## src/rtl/retire_chk_pkg.sv

```systemverilog
// -----------------------------------------------------------------------------
// retire_chk_pkg
// Shared types and constants for the retire_checker shadow pipeline.
//   entry_t : one expected-retirement record as it travels down the pipe
//   state_t : halt/drain state machine encoding
//   REG_X0  : index of the hard-wired zero register
// Optional feature macro: CHECKER_PC_EN (adds the pc field to entry_t).
// -----------------------------------------------------------------------------
package retire_chk_pkg;

    // Width of the golden-result field. The top-level XLEN parameter must
    // match this value, because the record struct is sized from here.
    localparam int CHK_XLEN = 32;

    localparam logic [4:0] REG_X0 = 5'd0;

    typedef enum logic [1:0] {
        IDLE,
        RUN,
        DRAIN,
        DONE
    } state_t;

    typedef struct packed {
        logic                valid;
        logic [31:0]         inst;
        logic [4:0]          rd;
        logic                wr;
        logic [CHK_XLEN-1:0] expected;
`ifdef CHECKER_PC_EN
        logic [31:0]         pc;
`endif
    } entry_t;

endpackage

```

## src/rtl/retire_cmp.sv

```systemverilog
// -----------------------------------------------------------------------------
// retire_cmp
// Purely combinational pass/fail decision for the record at the last stage
// against the core's register-file write port.
//   rd, wr, expected : destination, write flag and golden result of the record
//   wb_en, wb_rd,
//   wb_data          : core register-file write port at retirement
//   pass             : 1 when the core's write agrees with the record
// -----------------------------------------------------------------------------
module retire_cmp
    import retire_chk_pkg::*;
#(
    parameter int XLEN = CHK_XLEN
) (
    input  logic [4:0]      rd,
    input  logic            wr,
    input  logic [XLEN-1:0] expected,
    input  logic            wb_en,
    input  logic [4:0]      wb_rd,
    input  logic [XLEN-1:0] wb_data,
    output logic            pass
);

    always_comb begin
        pass = 1'b0;
        if (wr && (rd != REG_X0)) begin
            // A real write must hit the right register with the right value.
            pass = wb_en && (wb_rd == rd) && (wb_data == expected);
        end else begin
            // No architectural write expected; a write to x0 is harmless.
            pass = !wb_en || (wb_rd == REG_X0);
        end
    end

endmodule

```

## config.mk

```make
export PLATFORM = sky130hd
export DESIGN_NAME = retire_cmp
export DESIGN_NICKNAME = d
export VERILOG_FILES = /design/src/rtl/retire_chk_pkg.sv /design/src/rtl/retire_cmp.sv
export SDC_FILE = /design/constraint.sdc
export NUM_CORES = 1
export LEC_CHECK = 0
export CAP_MARGIN = 20
export CORE_AREA = 2 2 47 49
export DETAILED_ROUTE_END_ITERATION = 12
export DIE_AREA = 0 0 49 51
export PLACE_DENSITY = 0.95
export SYNTH_ARGS = -nofsm -noshare
export SYNTH_HDL_FRONTEND = slang
export SYNTH_SLANG_ARGS = --single-unit
export TNS_END_PERCENT = 20
```

## constraint.sdc

```tcl
create_clock -name vclk -period 2.7
set_input_delay 0.405 -clock vclk [all_inputs]
set_output_delay 0.405 -clock vclk [all_outputs]
set_load 0.05 [all_outputs]
```

==> results of run 1 <==
==> through the flow <==
step	worst slack, ns	instance area [um2]	hold slack [ns]
floorplan	0.322	452	1.12
global placement	0.116	1270	1.60
detailed placement	0.106	1270	1.60
CTS	0.106	1270	1.60
global route	0.0262	1270	1.64
finish	0.125	1270	1.60
==> Yosys cell counts <==
| library cell | n | share of area [%] |
|---|---|---|
| nand4_2 | 1 | 2.8 |
| o31ai_2 | 1 | 2.8 |
| or3_1 | 1 | 1.4 |
| nand2_1 | 2 | 1.7 |
| nor4_1 | 4 | 5.5 |
| o21ai_1 | 1 | 1.1 |
| xor2_1 | 16 | 31 |
| nand4_1 | 5 | 6.9 |
| or4_1 | 3 | 5.0 |
| o21ai_0 | 1 | 1.1 |
| xnor2_1 | 21 | 41 |
==> final timing paths <==
path	from	end	slack, ns	cells after the start
setup / recovery	wb_rd[3]	pass	0.12	6
hold / removal	wb_en	pass	1.60	5
==> per-layer routing <==
| layer | wire, um | vias to the layer above | global-route usage [%] |
|---|---|---|---|
| met2 | 1050 | 48 | 32.9 |
| met4 | 0 | 0 | 0 |
| met5 | 0 | - | 0 |
| met3 | 232 | 0 | 4.39 |
| li1 | - | 354 | - |
| met1 | 558 | 310 | 12.3 |
==> cells by family after synthesis <==
kind of cell and after synthesis:
XOR/XNOR 37, AO/OA/AOI/OAI 3, AND/OR/NAND/NOR 16
==> area by class of cell <==
type                            instances  area share, %
Multi-Input combinational cell         56           35.6
Timing Repair Buffer                   77           61.6
Tap cell                               28           2.76
==> power groups by stage <==
stage | logic, mW | registers [mW] | clock network (mW)
global placement | 0.182 | 0 | 0
detailed placement | 0.186 | 0 | 0
global route | 0.198 | 0 | 0
CTS | 0.187 | 0 | 0
floorplan | 0.0538 | 0 | 0
finish | 0.185 | 0 | 0
==> placed cells by master (no fill, tap or decap) <==
cell,Yosys,final
or3_1,1,1
buf_12,0,1
clkdlybuf4s50_1,0,76
o21ai_1,1,1
o31ai_2,1,1
nand4_1,5,5
nand4_2,1,1
xnor2_1,21,21
nor4_1,4,4
xor2_1,16,16
or4_1,3,3
nand2_1,2,2
o21ai_0,1,1
==> flow_summary.ini, run 1 <==
[final_layout]
fin_cells = 161
seqCellArea_um2 = 0
layout-drive-gt1-share_pct = 2.26
layout.nets = 211
fin_util_pct = 61.4
diodes = 0
syn2layout_area_growth_pct = 181
clock_buffers = 0
num-fill-cells = 193
design.seq.count = 0
multi_input_area_um2 = 452

[synth]
synth_top_family_by_area = XOR/XNOR gates
synth_compound_area_share_pct = 4.99
synth_mux_area_share_pct = 0
synth-warning-count = 0
yosysSeqAreaShare_pct = 0
synthAdderAreaFrac_pct = 0
synth_nets = 132
synthCells = 56
synth_area_um2 = 452
synth_cell_types = 11
avgSynthCellArea_um2 = 8.07
synthXorXnorAreaFrac_pct = 71.7
synth-simple-area-share_pct = 23.3

[global_routing]
grt_pass1_vias = 705
grt_overflow = 0
grt_max_degree = 3
grt_pass1_wl_um = 2860
grtUsageTotal_pct = 14.3
antenna_found_initial = 0

[sta]
fin_crit_sh_pct = 95.4
rsz0062_at_grt = false
maxSlewViolCount = 0
setup-violations-final = 0
relSlewSlack_pct = 81.2
fin_crit_ns = 2.58
tightest_slew_ns = 0.280
tns_ns = 0
hold_viol_final = 0
max_freq_mhz = 388

[routing]
drc = 0
drtPass1Iterations = 2
first_iter_violations = 2
wl_per_cell_um = 11.4
vias = 712
viasPerCell = 4.42
drt-total-wl_um = 1840
postRouteAntennaNets = 0

[floorplan]
initial_utilization_pct = 21.9
core_um2 = 2060
die-area_um2 = 2500
die_x_um = 49
design.portCount = 77
dieHeight_um = 51
rows = 17

[power_and_ir_drop]
p_per_area_nw_per_um2 = 146
switchingPower_mw = 0.0508
switching_share_pct = 27.5
ir_drop_mv = 0.0824
p_total_mw = 0.185
p_leak_nw = 0.439
power.share.clock_pct = 0
share_comb_of_total_power_pct = 100.0
internal_power_mw = 0.134
seqPwrFrac_pct = 0

[setup_path]
worst_path_dominant_cell_family = buffers and inverters
worstSetupPathType = primary input to output port
critical_path_required_ns = 2.30
cpMaxStageDelayCell = or4_1
cpPeakStageDelay_ns = 0.54
path_max_fanout = 2
crit_buf_inv = 2
cp_cell_sequence = clkdlybuf4s50_1 -> xnor2_1 -> nand4_1 -> or4_1 -> o31ai_2 -> buf_12
critPathCaptureType = output port
arrival_ns = 2.17
cp-start-kind = primary input

[worst_hold_path]
min_path_type = primary input to output port

[clocking]
post_cts_buffers = 0
cts_resized = 0
holdBufCountCts = 0

[run_status]
run_status = completed

[place]
port-buffer-count = 77
gp_congestion = 0.662
hpwl_um = 1780
place_inst = 161

[job]
max_cap_violations = 0
No activity file was read; power rests on OpenSTA's default activity.
==> run 2, diff against run 1 <==
==> constraint.sdc (replaced) <==
create_clock -name vclk -period 2.7
set_input_delay 0.405 -clock vclk [all_inputs]
set_output_delay 0.405 -clock vclk [all_outputs]
set_load 0.005 [all_outputs]
==> run 2 against run 1 <==
  * Maximum frequency grew 0.40%
  * Design area shrank 0.89%
  * Count of clock-buffer cells in the layout is the same
  * Core utilization shrank 0.55 points
  * Setup slack gained 0.010 ns
  * Cell count is the same
  * Non-clock buffer count is the same
  * Sequential share of layout area is the same
  * First-iteration DRC count grew 50%
  * Critical path depth is the same
  * Critical endpoint unchanged
  * Largest cell class unchanged
==> flow_summary.ini, run 2 (synthesized netlist as in run 1, its figures left out) <==
[setup_path]
path_max_fanout = 2
cp_cell_sequence = clkdlybuf4s50_1 -> xnor2_1 -> nand4_1 -> or4_1 -> o31ai_2 -> dlygate4sd2_1
worst_path_dominant_cell_family = buffers and inverters
critical_path_required_ns = 2.30
critPathCaptureType = output port
cp-start-kind = primary input
arrival_ns = 2.16
cpPeakStageDelay_ns = 0.54
worstSetupPathType = primary input to output port
cpMaxStageDelayCell = or4_1
crit_buf_inv = 2

[place]
port-buffer-count = 77
place_area_um2 = 1260
dp_slack_ns = -0.168
hpwl_um = 1740
gp_congestion = 0.658
place_inst = 161

[final_layout]
syn2layout_area_growth_pct = 178
layout.nets = 211
layout_common_cells = clkdlybuf4s50_1, xnor2_1, xor2_1
clock_buffers = 0
fin_util_pct = 60.9
final_common_cell = clkdlybuf4s50_1
fin_area_um2 = 1260
diodes = 0
seqCellArea_um2 = 0
fin_cells = 161
layout-drive-gt1-share_pct = 1.50
design.seq.count = 0

[run_status]
run_status = completed

[sta]
setup-violations-final = 0
relSlewSlack_pct = 80.9
maxSlewViolCount = 0
hold_viol_final = 0
finalWorstSetupSlack_ns = 0.135
rsz0062_at_grt = false
max_freq_mhz = 390
fin_crit_sh_pct = 95.0
tightest_slew_ns = 0.284
tns_ns = 0
hold_ws_ns = 1.66
fin_crit_ns = 2.56

[global_routing]
grt_pass1_wl_um = 2810
grtUsageTotal_pct = 13.9
grt_overflow = 0
grt_pass1_vias = 724
antenna_found_initial = 0
grt_max_degree = 3

[power_and_ir_drop]
p_per_area_nw_per_um2 = 141
p_leak_nw = 0.437
ir_drop_mv = 0.0758
p_total_mw = 0.177

[routing]
viasPerCell = 4.39
drt-total-wl_um = 1760
drc = 0
vias = 706
first_iter_violations = 3
postRouteAntennaNets = 0
drtPass1Iterations = 2
wl_per_cell_um = 10.9

[floorplan]
rows = 17
die_x_um = 49
design.portCount = 77
initial_utilization_pct = 21.9
dieHeight_um = 51
core_um2 = 2060
die-area_um2 = 2500

[job]
max_cap_violations = 0

[worst_hold_path]
min_path_type = primary input to output port
==> run 2: changes by cell type in the layout (fill, tap and decap cells not counted), sizes merged <==
cell	before	now
dlygate4sd2	0	1
buf	1	0
==> run 2: timing repair <==
action,4_1_cts,5_1_grt
buffers inserted,0,0
hold buffers,0,0
resized for setup,1,0
endpoints found under the setup margin,1,0
==> run 2: path summary, 6_finish.rpt <==
| check | slack [ns] | cells past startpoint | from | endpoint |
|---|---|---|---|---|
| min | 1.66 | 5 | wb_en | pass |
| max | 0.14 | 6 | rd[3] | pass |
==> run 2: power breakdown <==
group	total (mW)	internal (mW)	switching [mW]
Clock	0	0	0
Sequential	0	0	0
Combinational	0.177	0.131	0.0463
Total	0.177	0.131	0.0463
==> run 2: cell type report <==
cell class         count  area [um2]
well taps             28        35.0
multi-input cells     56         452
repair buffers        77         769
fillers              189         807
==> run 2: routing by layer <==
layer  track usage, %  part of all wire [%]  wire, um
met1             13.2                    30       536
met2             29.9                    56       993
met3             4.68                    13       232
met4                0                     0         0
met5                0                     0         0
